`src/rtl/vga_fb_arbiter.sv`:
```
// Owns the single-port framebuffer RAM: scanout line prefetch has priority, and two pixel
// writers share the remaining slots round-robin. A writer slot is forced after MAX_BURST reads.
module vga_fb_arbiter #(
  parameter int HD        = 1280,
  parameter int VD        = 1024,
  parameter int PIX_W     = 2,
  parameter int ADDR_W    = 21,
  parameter int COL_W     = 11,
  parameter int MAX_BURST = 8
) (
  input  logic              clk,
  input  logic              arstn,
  input  logic              line_start,
  input  logic [COL_W-1:0]  line_idx,
  output logic              fetch_busy,
  output logic              fetch_done,
  output logic              overrun,
  output logic              lb_we,
  output logic [COL_W-1:0]  lb_addr,
  output logic [PIX_W-1:0]  lb_wdata,
  input  logic              wr0_valid,
  output logic              wr0_ready,
  input  logic [ADDR_W-1:0] wr0_addr,
  input  logic [PIX_W-1:0]  wr0_data,
  input  logic              wr1_valid,
  output logic              wr1_ready,
  input  logic [ADDR_W-1:0] wr1_addr,
  input  logic [PIX_W-1:0]  wr1_data,
  output logic              mem_en,
  output logic              mem_we,
  output logic [ADDR_W-1:0] mem_addr,
  output logic [PIX_W-1:0]  mem_wdata,
  input  logic [PIX_W-1:0]  mem_rdata
);

  localparam logic [1:0] ST_IDLE  = 2'd0;
  localparam logic [1:0] ST_FETCH = 2'd1;
  localparam logic [1:0] ST_DRAIN = 2'd2;

  localparam int COL_W1  = COL_W + 1;
  localparam int ADDR_W1 = ADDR_W + 1;
  localparam int BURST_W = $clog2(MAX_BURST + 1);

  localparam logic [BURST_W-1:0] BURST_MAX = BURST_W'(MAX_BURST);
  localparam logic [COL_W-1:0]   LAST_COL  = COL_W'(HD - 1);
  localparam logic [COL_W:0]     VD_LIM    = COL_W1'(VD);
  localparam logic [ADDR_W:0]    FB_LIM    = ADDR_W1'(HD * VD);
  localparam logic [ADDR_W-1:0]  HD_A      = ADDR_W'(HD);

  logic [1:0]         state_q, state_d;
  logic [ADDR_W-1:0]  base_q, base_d;
  logic [COL_W-1:0]   col_q, col_d;
  logic [BURST_W-1:0] burst_q, burst_d;
  logic               rr_q, rr_d;
  logic               lb_we_q, lb_we_d;
  logic [COL_W-1:0]   lb_addr_q, lb_addr_d;
  logic               lb_last_q, lb_last_d;

  logic              busy, line_ok, abort, any_valid;
  logic              rd_slot, wr_slot, gnt0, gnt1, gnt_any, in_range;
  logic [ADDR_W-1:0] sel_addr, rd_addr;
  logic [PIX_W-1:0]  sel_data;

  assign busy      = (state_q != ST_IDLE);
  assign line_ok   = ({1'b0, line_idx} < VD_LIM);
  assign abort     = line_start & busy;
  assign any_valid = wr0_valid | wr1_valid;

  // A read is skipped only when the burst budget is spent and a writer is actually waiting.
  assign rd_slot = (state_q == ST_FETCH) & ~abort & ((burst_q != BURST_MAX) | ~any_valid);
  assign wr_slot = arstn & ~rd_slot;

  // rr_q names the port preferred on a tie; a lone requester is always served.
  assign gnt1     = wr_slot & wr1_valid & (~wr0_valid | rr_q);
  assign gnt0     = wr_slot & wr0_valid & ~gnt1;
  assign gnt_any  = gnt0 | gnt1;
  assign sel_addr = gnt1 ? wr1_addr : wr0_addr;
  assign sel_data = gnt1 ? wr1_data : wr0_data;
  assign in_range = ({1'b0, sel_addr} < FB_LIM);
  assign rd_addr  = base_q + ADDR_W'(col_q);

  assign wr0_ready  = gnt0;
  assign wr1_ready  = gnt1;
  assign mem_we     = gnt_any & in_range;
  assign mem_en     = rd_slot | mem_we;
  assign mem_addr   = rd_slot ? rd_addr : (mem_we ? sel_addr : '0);
  assign mem_wdata  = mem_we ? sel_data : '0;

  assign fetch_busy = busy;
  assign overrun    = abort;
  assign lb_we      = lb_we_q;
  assign lb_addr    = lb_addr_q;
  assign lb_wdata   = lb_we_q ? mem_rdata : '0;
  // An aborted fetch still lands its last pixel but never reports completion.
  assign fetch_done = lb_we_q & lb_last_q & ~line_start;

  always_comb begin
    // NOTE: every next-state signal gets a default first so no path can infer a latch.
    state_d   = state_q;
    base_d    = base_q;
    col_d     = col_q;
    burst_d   = burst_q;
    rr_d      = rr_q;
    lb_we_d   = rd_slot;
    lb_addr_d = rd_slot ? col_q : '0;
    lb_last_d = rd_slot & (col_q == LAST_COL);

    if (gnt_any) rr_d = gnt0;

    case (state_q)
      ST_IDLE:  ;
      ST_FETCH: begin
        if (rd_slot) begin
          col_d   = col_q + 1'b1;
          burst_d = (burst_q == BURST_MAX) ? burst_q : burst_q + 1'b1;
          if (col_q == LAST_COL) state_d = ST_DRAIN;
        end else begin
          burst_d = '0;
        end
      end
      ST_DRAIN: state_d = ST_IDLE;
      default:  state_d = ST_IDLE;
    endcase

    // A new line request overrides whatever the current state was doing.
    if (line_start) begin
      if (line_ok) begin
        state_d = ST_FETCH;
        base_d  = ADDR_W'(line_idx) * HD_A;
        col_d   = '0;
        burst_d = '0;
      end else if (busy) begin
        state_d = ST_IDLE;
      end
    end
  end

  // NOTE: state uses non-blocking assignments and an async active-low reset; in-flight reads die here.
  always_ff @(posedge clk or negedge arstn) begin
    if (!arstn) begin
      state_q   <= ST_IDLE;
      base_q    <= '0;
      col_q     <= '0;
      burst_q   <= '0;
      rr_q      <= 1'b0;
      lb_we_q   <= 1'b0;
      lb_addr_q <= '0;
      lb_last_q <= 1'b0;
    end else begin
      state_q   <= state_d;
      base_q    <= base_d;
      col_q     <= col_d;
      burst_q   <= burst_d;
      rr_q      <= rr_d;
      lb_we_q   <= lb_we_d;
      lb_addr_q <= lb_addr_d;
      lb_last_q <= lb_last_d;
    end
  end

endmodule

```
`config.mk`:
```
export PLATFORM = sky130hd
export DESIGN_NAME = vga_fb_arbiter
export DESIGN_NICKNAME = d
export VERILOG_FILES = /design/src/rtl/vga_fb_arbiter.sv
export SDC_FILE = /design/constraint.sdc
export NUM_CORES = 1
export LEC_CHECK = 0
export BUFFER_PORTS_ARGS = -buffer_cell sky130_fd_sc_hd__buf_4
export CAP_MARGIN = 20
export CORE_ASPECT_RATIO = 0.5
export CORE_MARGIN = 1.5
export CORE_UTILIZATION = 51
export CTS_CLUSTER_SIZE = 30
export DETAILED_ROUTE_END_ITERATION = 16
export PLACE_DENSITY = 0.81
export REMOVE_ABC_BUFFERS = 1
export SYNTH_ARGS = -nofsm -noshare
export SYNTH_HDL_FRONTEND = slang
export SYNTH_SLANG_ARGS = --single-unit
```
`constraint.sdc`:
```
create_clock -name clk -period 2.55 [get_ports clk]
set_input_delay 0.51 -clock clk [delete_from_list [all_inputs] [get_ports clk]]
set_output_delay 0.51 -clock clk [all_outputs]
set_load 0.005 [all_outputs]
```
Yosys cells after proc, flatten, opt, wreduce, memory -nomap -nowiden --
Cells that the tools add are included.
Operators by class: equality and inequality tests 4, $add $sub $neg 3, bitwise logic cells 23, reduce and logical (&&, ||, !) cells 3, order comparisons 2, multipliers 1, muxes and demuxes 22
Operator list (number):
- two-way mux 21 bit | 3
- two-way mux 11 bit | 5
- adder 21 x 11 -> 21 bit | 1
- less-than comparator 21 bit (second input constant) | 1
- two-way mux 4 bit | 5
- two-way mux 2 bit | 8
- multiplier 11 x 3 -> 13 bit (second input constant) | 1
- bitwise AND 1 bit | 12
- adder 11 x 1 -> 11 bit (second input constant) | 1
- equality test 11 bit (second input constant) | 1
- less-than comparator 11 bit (second input constant) | 1
- NOT 1 bit | 6
- OR 1 bit | 5
- adder 4 x 1 -> 4 bit (second input constant) | 1
- equality test 4 bit (second input constant) | 1
- inequality test 4 bit (second input constant) | 1
- one-hot mux 2 bit (2 select lines) | 1
- equality test 2 x 1 -> 1 bit (second input constant) | 1
- zero test 2 bit | 1
- AND reduction 2 bit | 1
- nonzero test 2 bit | 1
Word-level totals: register bits 44, output and inout bits 44

Depth between registers and ports, before layout --
depth after elaboration 15, gate-level depth with buffers 10

Worst setup path before layout --
No wires, ideal clock.
path kind register -> output, start point register col_q[8], end point output port mem_addr[20], cell stages (with the launch flop) 9, setup slack 0.278 ns, arrival 1.762 ns, path through dfrtp_1 > ha_1 > inv_1 > fa_1 > nor2b_1 > o21a_1 > nand4_1 > xor2_1 > o22ai_1
On the way: cells in the longest elaborated chain, start to end 2
RTL lines:
- from (decl) | line 52 | logic [COL_W-1:0] col_q, col_d;
- from (signal assigned) | line 152 | col_q <= col_d;
- adder 21 x 11 -> 21 bit | line 80 | assign rd_addr = base_q + ADDR_W'(col_q);
- two-way mux 21 bit | line 86 | assign mem_addr = rd_slot ? rd_addr : (mem_we ? sel_addr : '0);
- to (decl) | line 31 | output logic [ADDR_W-1:0] mem_addr,
Every way passes these cells.

Worst setup path in the final report --
start point register base_q[8], end point output port mem_addr[20]
On the way: cells in the longest elaborated chain, start to end 2
RTL lines:
- from (decl) | line 51 | logic [ADDR_W-1:0] base_q, base_d;
- from (signal assigned) | line 151 | base_q <= base_d;
- adder 21 x 11 -> 21 bit | line 80
- two-way mux 21 bit | line 86
Every way passes these cells.

==> summary.md <==
| Metric | Value |
|---|---|
| Highest-delay cell along the critical path | `dfrtp_1` |
| Top cells by area, synth | `dfrtp_1 (36%), ha_1 (10%), mux2i_1 (7.8%), nand2_1 (4.7%), xor2_1 (3.7%)` |
| H-tree levels | `2` |
| Iteration-0 DRC Markers | `277` |
| R2R setup slack | `0.43 ns` |
| Number of synthesized register bits | `44` |
| VDD IR max | `0.274 mV` |
| Failing checks | `design-rule violations, negative setup slack` |
| Routed WL | `10.9 mm` |
| Setup CP Type | `flip-flop to output pin` |
| Vias in the first global route | `3117` |
| First-pass GRT wire length | `roughly 15 mm` |
| DP Area | `roughly 4000 um2` |
| Post-Synth XOR/XNOR Area | `0.0572` |
| Post-Place Cells | `just over 500` |
| Post-layout power | `2.33 mW` |
| Crit. End Element | `output pin` |
| Max-Cap Viols | `0` |
| Port-buffer cells | `~110` |
| Skew-Pair Late Insertion Delay | `around 0.29 ns` |
| WP buf/inv | `2` |
| Synth Area in Adders | `0.115` |
| Pre-CTS setup slack | `-0.143 ns` |
| Synth area leader | `dfrtp_1` |
| Compound-cell area share of the yosys netlist | `0.148` |
| Multi-input combinational cell area | `2140 um2` |
| # rows | `19` |
| Unrepaired setup endpoints after global routing | `true` |
| Via count | `~3.2k` |
| Register area | `1100 um2` |
| PD cells | `between 400 and 500 nW/um2` |
| Antenna Nets Post-Route | `0` |
| Area share of and/or/nand/nor cells after synthesis | `0.204` |
| Worst R2R End | `col_q[4]` |
| Synthesized area per cell | `9.27 um2` |
| R2R cell count | `11` |
| Leak pwr | `2.21 nW` |
| Hold crit path type | `input port to asynchronous set/reset pin` |
| Status | `finished with violations` |
| Setup TNS | `-2.51 ns` |
| HPWL after detailed placement | `between 5 and 6 mm` |
| Post-synthesis sequential area ratio | `0.360` |
| Clock Skews | `0.00341 ns` |
| Final Max Slew Viols | `0` |
| Nets@finish | `~550` |
| GR Overflow Total | `0` |
| Avg WL per Cell | `20.3 um` |
| Core Region | `5630 um2` |
| Worst setup SP type | `flip-flop` |
| Ys Warns | `0` |
| Non-Filler Instances | `535` |
| Final Setup Violations | `25` |
| Vias/cell | `6.05` |
| Largest family of logic cells by synthesized area | `simple AND/OR/NAND/NOR gates` |
| Worst EP arrival | `2.32 ns` |
| CP top delay family | `adder cells` |
| CP required | `2.04 ns` |
| Ant diodes | `0` |
| Die Wd | `113 um` |
| Fin util | `0.830` |
| Slowest cell delay on critical path | `0.38 ns` |
| Mux contribution to synthesized area | `0.0785` |
| Gpl congestion | `0.798` |
| Fillers | `300` |
| CTS root buffer | `clkbuf_16` |
| Post-detailed-route DRC marker count | `7` |
| TritonCTS buffer count | `5` |
| Yosys top cell area share | `0.360` |
| TritonCTS clock tree | `built` |
| FMAX | `0.354 GHz` |
| Post-synth EDFFs | `0` |
| Post-route worst setup slack | `-0.276 ns` |
| Final hold slack | `~0.35 ns` |
| Distinct cells, synth | `a little under 50` |
| Critical path peak fanout | `4` |
| Die Y | `57.8 um` |
| CTS clk-pin slew, worst paths | `0.06 ns` |
| Die Footprint | `approximately 6500 um2` |
| R2R Path Start | `burst_q[0]` |
| Final period utilization | `1.11` |
| Critical path cell sequence | `ha_2, inv_2, fa_2, nor2b_4, o21a_4, nand4_1, xor2_1, o22ai_1, buf_4` |
| I/O pin count | `108` |
| Post-synth ARST share | `1.00` |
| First-pass iteration count of the detailed router | `11` |
| Area Overhead vs Synth | `52.8%` |
| Mapped Cells | `330` |
| Proportion of layout cells with a drive suffix above 1 | `0.426` |
| Initial Utilization | `0.543` |
| Pin count of the biggest net entering global routing | `48` |
| Final min period | `2.83 ns` |
| Final instance area | `4680 um2` |
| Worst rel slew slack | `0.345` |
| Gr usage total | `0.295` |
| Clock sink count | `44` |
| Mapped Area | `3060 um2` |
| Final Hold Fails | `0` |
| Main synth FF type | `dfrtp_1` |
| Initial antenna violation count | `0` |
| Actual slew at the worst max-slew pin | `between 0.9 and 1 ns` |
| CTS max path bufs | `2` |
## worst register-to-register path, cell delays in order, from the launching register on
cell	delay, ns
dfrtp_1	0.37
inv_2	0.06
ha_4	0.16
and3b_2	0.23
buf_4	0.15
o21ai_2	0.10
nand2_4	0.11
clkinv_4	0.13
buf_4	0.20
nand4_1	0.16
nand3_1	0.14
o21ai_0	0.17
## synthesized netlist by cell type (all sizes together), types with 2 or more instances
master	n
o21a	4
ha	25
nor2b	2
nand4	8
a41oi	2
nor3	3
and3	5
o22ai	12
o211ai	4
fa	2
and2	13
nand3b	2
a31oi	2
nand3	11
dfrtp	44
nand2	39
mux2i	24
inv	12
a21oi	8
o31ai	4
o21bai	7
clkbuf	6
o21ai	23
nor2	21
buf	7
xnor2	7
nand2b	5
nor3b	2
nor4b	2
xor2	13
## sequential cells by signal, summed over array words and instances, names as in the netlist
signal     flops
burst_q        4
state_q        2
lb_addr       11
lb_we          1
lb_last_q      1
base_q        13
rr_q           1
col_q         11
## area by class of cell
class / count / area share
Tap cell: 73 / 0.0195
Inverter: 13 / 0.0115
Clock buffer: 6 / 0.0297
Sequential cell: 44 / 0.236
Clock inverter: 2 / 0.00830
Timing Repair Buffer: 136 / 0.238
Multi-Input combinational cell: 261 / 0.457
## what timing repair did
action	in CTS	in global routing
gates resized for setup	45	34
pin swaps	25	15
buffers inserted	12	2
cloned	4	0
hold buffers	0	0
endpoints found under the hold margin	0	0
endpoints found under the setup margin	26	26
## worst max path at each step
stage | startpoint | endpoint | depth (start not counted)
finish | base_q[8] | mem_addr[20] | 9
floorplan | burst_q[0] | mem_addr[12] | 7
global placement | wr0_valid | mem_addr[19] | 7
global route | base_q[8] | mem_addr[20] | 9
CTS | base_q[8] | mem_addr[20] | 9
detailed placement | wr0_valid | mem_addr[20] | 7
## logic make-up (layout without fill, tap and decap cells)
| logic type | Yosys count | in the layout |
|---|---|---|
| XOR/XNOR | 20 | 20 |
| AO/OA/AOI/OAI | 71 | 71 |
| buffers and inverters | 26 | 157 |
| flip-flops | 44 | 44 |
| multiplexers | 24 | 24 |
| AND/OR/NAND/NOR | 118 | 119 |
| adder cells (fa/ha/maj) | 27 | 27 |
## power by group
part           internal, mW  total (mW)  switching, mW
registers             0.758       0.837         0.0795
logic                 0.371       0.728          0.356
clock network         0.491       0.768          0.278
total                  1.62        2.33          0.713
## per-layer routing
metal,vias to the layer above,share of wire,track usage
met1,1580,0.39,0.357
met4,0,0.030,0.0940
met3,35,0.075,0.0429
li1,1441,-,-
met5,-,0,0
met2,179,0.51,0.557
## cells in the final DEF (no fill, tap or decap), drive strengths merged, types with 2 or more instances in the layout
cell type and n:
buf 135, dfrtp 44, nand2 39, ha 25, mux2i 24, o21ai 23, nor2 22, and2 13
xor2 13, o22ai 12, inv 12, nand3 11, nand4 8, a21oi 8, o21bai 7, xnor2 7
clkbuf 7, nand2b 5, and3 5, o31ai 4, o211ai 4, o21a 4, nor3 3, nor3b 2
nor4b 2, clkinv 2, nand3b 2, a41oi 2, a31oi 2, nor2b 2, fa 2
(Power assumes the default switching activity.)
